`src/rtl/yoshi_pkg.sv`:
```
// Shared constants and types for the Yoshi sprite fetch path.
// Defines sprite geometry defaults, ROM width, transparency and FSM states.
package yoshi_pkg;

    localparam int SPR_W_DEF = 32;
    localparam int SPR_H_DEF = 32;
    localparam int ANIM_FRAMES = 4;
    localparam int ROM_AW = 12;
    localparam logic [3:0] TRANSPARENT_IDX = 4'hF;

    typedef enum logic {
        STAND,
        WALK
    } anim_state_t;

endpackage

```
`src/rtl/yoshi_anim_ctrl.sv`:
```
// Walk animation sequencer: STAND/WALK FSM, per-frame tick, anim_frame.
// Ports: Clk, Reset (async high), frame_start, walking -> anim_frame[1:0].
module yoshi_anim_ctrl
    import yoshi_pkg::*;
#(
    parameter int ANIM_DIV = 8
) (
    input  logic       Clk,
    input  logic       Reset,
    input  logic       frame_start,
    input  logic       walking,
    output logic [1:0] anim_frame
);

    localparam logic [7:0] TICK_MAX = 8'(ANIM_DIV - 1);

    anim_state_t state;
    anim_state_t state_nx;
    logic [7:0]  tick;
    logic [7:0]  tick_nx;
    logic [1:0]  frame_nx;

    always_ff @(posedge Clk or posedge Reset) begin
        if (Reset) begin
            state      <= STAND;
            tick       <= '0;
            anim_frame <= '0;
        end else begin
            state      <= state_nx;
            tick       <= tick_nx;
            anim_frame <= frame_nx;
        end
    end

    // The FSM state doubles as the per-frame walking shadow:
    // it only moves on frame_start, sampling the value being latched.
    always_comb begin
        state_nx = state;
        tick_nx  = tick;
        frame_nx = anim_frame;
        if (frame_start) begin
            unique case (state)
                STAND: begin
                    tick_nx  = '0;
                    frame_nx = '0;
                    if (walking)
                        state_nx = WALK;
                end
                WALK: begin
                    if (!walking) begin
                        state_nx = STAND;
                        tick_nx  = '0;
                        frame_nx = '0;
                    end else if (tick == TICK_MAX) begin
                        tick_nx  = '0;
                        // 2-bit counter wraps 3 -> 0
                        frame_nx = anim_frame + 2'd1;
                    end else begin
                        tick_nx = tick + 8'd1;
                    end
                end
                default: state_nx = STAND;
            endcase
        end
    end

endmodule

```
`src/rtl/yoshi_sprite_fetch.sv`:
```
// Per-pixel sprite fetch: hit test, ROM address, transparency-qualified
// palette index, 3-cycle latency, one pixel per clock.
// Ports: Clk, Reset (async high), frame_start, DrawX/DrawY (beam),
//   yoshi_x/yoshi_y/facing_left/walking (latched per frame),
//   rom_addr -> sync ROM -> rom_data, pix_idx/pix_valid to palette.
// Option: YOSHI_MIRROR_EN enables horizontal mirroring via facing_left.
module yoshi_sprite_fetch
    import yoshi_pkg::*;
#(
    parameter int SPR_W    = SPR_W_DEF,
    parameter int SPR_H    = SPR_H_DEF,
    parameter int ANIM_DIV = 8
) (
    input  logic              Clk,
    input  logic              Reset,
    input  logic              frame_start,
    input  logic [9:0]        DrawX,
    input  logic [9:0]        DrawY,
    input  logic [9:0]        yoshi_x,
    input  logic [9:0]        yoshi_y,
    input  logic              facing_left,
    input  logic              walking,
    output logic [ROM_AW-1:0] rom_addr,
    input  logic [3:0]        rom_data,
    output logic [3:0]        pix_idx,
    output logic              pix_valid
);

    logic [9:0]  x_sh;
    logic [9:0]  y_sh;
    logic [10:0] dx;
    logic [10:0] dy;
    logic [4:0]  col;
    logic [4:0]  row;
    logic        in_box;
    logic        hit_d1;
    logic        hit_d2;
    logic        opaque;
    logic [1:0]  anim_frame;

    always_ff @(posedge Clk or posedge Reset) begin
        if (Reset) begin
            x_sh <= '0;
            y_sh <= '0;
        end else if (frame_start) begin
            x_sh <= yoshi_x;
            y_sh <= yoshi_y;
        end
    end

    // Zero-extended subtraction: bit 10 set means beam is
    // left of / above the sprite, so no wrap-around hits.
    assign dx = {1'b0, DrawX} - {1'b0, x_sh};
    assign dy = {1'b0, DrawY} - {1'b0, y_sh};

    assign in_box = ~dx[10] & ~dy[10]
                  & (dx < 11'(SPR_W))
                  & (dy < 11'(SPR_H));

    assign row = dy[4:0];

`ifdef YOSHI_MIRROR_EN
    logic facing_sh;

    always_ff @(posedge Clk or posedge Reset) begin
        if (Reset)
            facing_sh <= 1'b0;
        else if (frame_start)
            facing_sh <= facing_left;
    end

    assign col = facing_sh ? 5'(SPR_W - 1) - dx[4:0]
                           : dx[4:0];
`else
    logic unused_facing;

    assign unused_facing = facing_left;
    assign col = dx[4:0];
`endif

    yoshi_anim_ctrl #(
        .ANIM_DIV (ANIM_DIV)
    ) u_anim (
        .Clk         (Clk),
        .Reset       (Reset),
        .frame_start (frame_start),
        .walking     (walking),
        .anim_frame  (anim_frame)
    );

    // hit_d2 lines up with rom_data (ROM adds one cycle).
    assign opaque = hit_d2 & (rom_data != TRANSPARENT_IDX);

    always_ff @(posedge Clk or posedge Reset) begin
        if (Reset) begin
            rom_addr  <= '0;
            hit_d1    <= 1'b0;
            hit_d2    <= 1'b0;
            pix_idx   <= TRANSPARENT_IDX;
            pix_valid <= 1'b0;
        end else begin
            rom_addr  <= {anim_frame, row, col};
            hit_d1    <= in_box;
            hit_d2    <= hit_d1;
            pix_valid <= opaque;
            pix_idx   <= opaque ? rom_data : TRANSPARENT_IDX;
        end
    end

endmodule
```
`config.mk`:
```
export PLATFORM = sky130hd
export DESIGN_NAME = yoshi_sprite_fetch
export DESIGN_NICKNAME = d
export VERILOG_FILES = /design/src/rtl/yoshi_pkg.sv /design/src/rtl/yoshi_anim_ctrl.sv /design/src/rtl/yoshi_sprite_fetch.sv
export SDC_FILE = /design/constraint.sdc
export NUM_CORES = 1
export LEC_CHECK = 0
export BUFFER_PORTS_ARGS = -buffer_cell sky130_fd_sc_hd__buf_2
export CELL_PAD_IN_SITES_DETAIL_PLACEMENT = 1
export CELL_PAD_IN_SITES_GLOBAL_PLACEMENT = 2
export CORE_MARGIN = 2
export CORE_UTILIZATION = 35
export DETAILED_ROUTE_END_ITERATION = 10
export PLACE_DENSITY_LB_ADDON = 0.12
export SKIP_CTS_REPAIR_TIMING = 1
export SYNTH_ARGS = -nofsm -noshare
export SYNTH_HDL_FRONTEND = slang
export SYNTH_SLANG_ARGS = --single-unit
```
`constraint.sdc`:
```
create_clock -name Clk -period 3.6 [get_ports Clk]
set_input_delay 0.54 -clock Clk [delete_from_list [all_inputs] [get_ports Clk]]
set_output_delay 0.54 -clock Clk [all_outputs]
set_load 0.1 [all_outputs]
```
# Word-level counts from Yosys, hierarchy flattened
# Cells that the tools add are included.
[totals]
romBits = 0
memories = 0
ram_bits = 0
elab_cells = 35
regBits = 50
latch_bits = 0
inputBits = 49
[op_classes]
multipliers = 0
magnitude_cmp = 2
n_bitwise = 7
reduce_logical = 1
div_mod_pow = 0
mux = 8
n_addsub = 4
n_shift = 0
eq_ne = 3
[op_table]
columns = ["op", "n"]
rows = [
  ["$lt A11 B6 Y1 const B", 2],
  ["$sub A10 B10 Y11", 2],
  ["$mux W8", 2],
  ["$pmux W8 S2", 1],
  ["$add A8 B1 Y8 const B", 1],
  ["$eq A8 B3 Y1 const B", 1],
  ["$and A1 B1 Y1", 4],
  ["$mux W2", 2],
  ["$mux W4", 1],
  ["$ne A4 B4 Y1 const B", 1],
  ["$pmux W2 S2", 1],
  ["$ne A3 B3 Y1 const B", 1],
  ["$not A1 Y1", 3],
  ["$add A2 B1 Y2 const B", 1],
  ["$reduce_and A2 Y1", 1],
  ["$mux W1", 1],
]

# Depth between registers and ports, before layout
[depth]
depth_word = 5
ltp_mapped = 10
mapped_depth_nobuf = 10

# Cells and area by module
# Synthesis repeated with hierarchy kept, for this count alone.
[hier_totals]
cells_unflattened = 306
area_unflattened_um2 = 2912.8
[by_module_without_submodules]
columns = ["module", "area_each_um2", "seq_area_each_um2", "instances", "cells_each"]
rows = [
  ["yoshi_sprite_fetch", 2303.5, 980.9, 1, 244],
  ["yoshi_anim_ctrl", 609.3, 275.3, 1, 62],
]

# Worst setup path before layout
# Ideal clock, no wire load.
[synth_path]
kind = "in2reg"
start = "input DrawY[0]"
end = "register hit_d1"
setup_ps = 96
arrival_ps = 2304
path_stages = 9
n_path_buf = 0
path_slack_ps = 1201
cell_sequence = "inv_1 -> ha_1 -> inv_1 -> fa_1 -> a21o_1 -> a221o_1 -> a221oi_2 -> nand4_1 -> nor4_2"
[synth_between]
elab_chain_len = 5
elab_cells_between_ends = 6
[synth_lines]
columns = ["item", "line_no", "source"]
rows = [
  ["start: declaration", "yoshi_sprite_fetch.sv:18", "input logic [9:0] DrawY,"],
  ["$sub A10 B10 Y11 (*)", "yoshi_sprite_fetch.sv:54", "assign dy = {1'b0, DrawY} - {1'b0, y_sh};"],
  ["branches (longest 3 deep; another with $lt A11 B6 Y1)", "n/a", ""],
  ["$and A1 B1 Y1 (*)", "yoshi_sprite_fetch.sv:58", "& (dy < 11'(SPR_H));"],
  ["net in_box", "yoshi_sprite_fetch.sv:35", "logic in_box;"],
  ["end signal: assignment", "yoshi_sprite_fetch.sv:103", "hit_d1 <= in_box;"],
  ["end: declaration", "yoshi_sprite_fetch.sv:36", "logic hit_d1;"],
]
# Mark *: on every way through the listed nets, which the timed path passes.
# A chain may end at the register's enable or synchronous reset.

# Final worst setup path
[layout_path]
start = "register y_sh[0]"
end = "register hit_d1"
[layout_between]
elab_chain_len = 5
elab_cells_between_ends = 6
[layout_lines]
columns = ["item", "line_no", "source"]
rows = [
  ["start: declaration", "yoshi_sprite_fetch.sv:30", "logic [9:0] y_sh;"],
  ["start signal: assignment", "yoshi_sprite_fetch.sv:47", "y_sh <= yoshi_y;"],
  ["$sub A10 B10 Y11 (*)", "yoshi_sprite_fetch.sv:54", ""],
  ["branches (longest 3 deep; another with $lt A11 B6 Y1)", "n/a", ""],
  ["$and A1 B1 Y1 (*)", "yoshi_sprite_fetch.sv:58", ""],
  ["net in_box", "yoshi_sprite_fetch.sv:35", ""],
]
# Marks and branches as above.

==> key figures <==
Finish
  – Final cell count without fillers: roughly 460
  – ANT cells: 0
  – # fillers: around 940
  – Fin nets: between 400 and 500
  – Area delta synth->final: 18.4%
  – Share of layout cells above drive strength 1: between 20% and 30%

STA
  – Setup violators final: 0
  – Final setup TNS: 0 ns
  – WHS: ~0.35 ns
  – Slew Limit Headroom: ~30%
  – Tcrit/Tclk final: 65.0%
  – Clock skew: between 0.009 and 0.01 ns
  – Worst-margin pin slew: about 1.1 ns
  – Fmax: between 0.4 and 0.5 GHz
  – Final Hold Fails: 0
  – RSZ-0062 raised after global routing: no
  – Slew Viols, Final: 0
  – Tmin final: approximately 2.3 ns

Synth
  – Most used DFF post-synth: dfrtp_1
  – Ys async rst share: 100%
  – Synth cell types: 50
  – Synth Area in Adders: 10.8%
  – Xor/xnor cell area share of the yosys netlist: 2.81%
  – Ys Warns: 0
  – EDFF count, synth: 0
  – Mapped Area: 2810 µm²
  – Synth Register Bits: 50
  – Syn Inst Count: between 200 and 300
  – Largest family of logic cells by synthesized area: compound AO/OA/AOI/OAI gates
  – Synth Area in Compound Gates: about 17%
  – Synthesized area per cell: roughly 9.5 µm²
  – Mux share of post-synthesis cell area: approximately 3.4%
  – Post-synthesis simple-gate area fraction: ~15%
  – Synth Net Count: between 300 and 400
  – Register area share after synthesis: roughly 45%

Critical path
  – Critical R2R Launch: y_sh[0]
  – Critical path's slowest cell: fa_1
  – Nature of the critical path endpoint: flop
  – Crit Path Max Fanout: 4
  – CP max stage delay: 0.40 ns
  – CP required: 3.82 ns
  – Crit path kind: flop to flop
  – CP Launch Type: flop
  – Arr. time, crit path: approximately 2.6 ns
  – Crit path from: y_sh[0]
  – Cell Chain, Critical Path: ha_1 > inv_1 > fa_1 > a21o_1 > a221o_1 > a221oi_2 > nand4_1 > nor4_2

GRT
  – Vias in the first global route: between 2k and 2.5k
  – Total congestion overflow: 0
  – Gr usage total: 15.8%
  – Maximum number of pins on one net before global-route repair: slightly above 50
  – Initial antenna violation count: 0
  – Global-route wire length before repair: ~11 mm

Detailed routing
  – Drt pass-1 iters: 4
  – Post-route DRC violation count: 0
  – WL/cell: about 14 µm
  – Max layer used: met4
  – Drt total wl: around 6.3 mm
  – Post-DRT Antenna Nets: 0
  – Initial drt markers: between 50 and 60
  – Wl on met1: between 3 and 4 mm
  – Length of routed met3 wiring: approximately 300 µm
  – DR vias: roughly 2.3k
  – Met2 Routed Length: a little under 3 mm
  – Via density: ~5

Placed design
  – GPL Wtd Cong: between 0.7 and 0.8
  – DP Cell Count: about 450
  – IO Port Bufs: 64
  – Final HPWL DP: ~4.9 mm

Pwr
  – Peak supply drop: 153 µV
  – Leak Pwr: ~1.6 nW
  – Pwr Density: between 400 and 500 nW/µm²

Floorplan
  – Horiz. Die Dim: 93.6 µm
  – Initial Util: 36.2%
  – Num ports: 66
  – CORE AREA: 7770 µm²
  – DIE AREA: a little under 9000 µm²
  – Chip height: between 90 and 100 µm
  – Site Rows: 32

Clocking
  – Clock transition at path regs: around 0.11 ns
  – Clock buffer depth: 2
  – Clock sink count: 50
  – CTS H-Tree Depth: 2
  – CTS Root Cell: clkbuf_8
  – TritonCTS clock tree: done
  – Clk_lat worst skew: just over 0.3 ns
  – CTS Buf Count: 5

Hold path
  – Worst hold start: hit_d1
  – Worst min-delay path category: flop to flop

Run
  – Max-cap viol count: 0

Run status
  – Run status: completed
## critical path, delay by kind of cell, from the launching register on
family / cells / cell delay (ns)
flops: 1 / 0.37
simple gates: 2 / 0.39
buf+inv: 1 / 0.06
fa+ha+maj: 2 / 0.58
compound gates: 3 / 0.86
## logic make-up after synthesis
group / Yosys count
adder cells (fa/ha/maj): 23
AO/OA/AOI/OAI: 76
multiplexers: 9
buffers and inverters: 43
AND/OR/NAND/NOR: 85
XOR/XNOR: 9
flip-flops: 50
## synth_stat cells, drive strengths merged, types with 4 or more instances
cell / instances / area [µm²]
nand2b: 7 / 43.8
inv: 34 / 128
clkbuf: 7 / 26.3
mux2i: 4 / 40.0
o21ai: 33 / 165
a21oi: 12 / 60.1
a21o: 6 / 45.0
dfrtp: 46 / 1150
xnor2: 7 / 61.3
nor2b: 6 / 45.0
nand2: 32 / 120
nand4: 4 / 25.0
dfstp: 4 / 105
mux2: 5 / 56.3
ha: 21 / 263
nor2: 19 / 71.3
and3: 4 / 25.0
## placed cells by master (no fill, tap or decap), drive strengths merged, types with 2 or more instances in the layout
cell	n
o2111ai	3
ha	21
nand2	32
dfrtp	46
nor4	2
a21o	6
mux2	5
clkbuf	5
nor3	2
and3	4
o31a	2
nand4	4
nand2b	7
mux2i	4
a221oi	2
clkinv	2
nor2	19
buf	65
nand3b	3
a21oi	12
nor2b	6
o21a	3
dfstp	4
xor2	2
o21ai	33
nand3	2
o22ai	2
inv	35
fa	2
a211oi	2
a31oi	2
xnor2	7
## where the power goes
group / total (W) / switching [W] / internal (W)
combinational: 0.000576 / 0.000415 / 0.000162
clock: 0.000360 / 0.000215 / 0.000145
sequential: 0.000634 / 0.0000181 / 0.000616
total: 0.00157 / 0.000648 / 0.000922
## metal layers
metal	GRT usage [%]	up-vias
li1	-	1137
met3	3.87	6
met4	4.35	0
met1	20.7	1072
met5	0	-
met2	26.3	49
## final cells by class
| class | count | area, µm² | area share, % |
|---|---|---|---|
| well taps | 102 | 128 | 3.84 |
| clock buffers | 5 | 68.8 | 2.07 |
| multi-input cells | 202 | 1390 | 41.7 |
| flip-flops and latches | 50 | 1260 | 37.8 |
| repair buffers | 65 | 328 | 9.86 |
| inverters | 34 | 128 | 3.84 |
| clock inverters | 3 | 28.8 | 0.866 |
## per-stage QoR
stage / instance area, µm² / total power (W) / worst slack (ns) / utilization [%]
2_1_floorplan: 2810 / 0.00110 / 1.20 / -
3_3_place_gp: 3230 / 0.00122 / 0.930 / 41.5
3_5_place_dp: 3230 / 0.00123 / 0.917 / 41.5
4_1_cts: 3320 / 0.00160 / 1.23 / 42.8
5_1_grt: 3320 / 0.00167 / 1.12 / 42.8
6_report: 3320 / 0.00157 / 1.26 / 42.8
## final timing paths
kind	endpoint	cells past startpoint	slack [ns]
max	hit_d1	8	1.26
min reg2reg	hit_d2	0	0.35
max in group asynchronous	y_sh[5]	2	2.48
min	hit_d2	0	0.35
max reg2reg	hit_d1	8	1.26
min in group asynchronous	rom_addr[11]	2	0.48
## flip-flops by register name (all words and copies together) (netlist names), 2 cells and up
register and count:
x_sh 10, pix_idx 4, u_anim.tick 8, rom_addr 12, u_anim.anim_frame 2, y_sh 10
No activity file was read; power rests on OpenSTA's default activity.
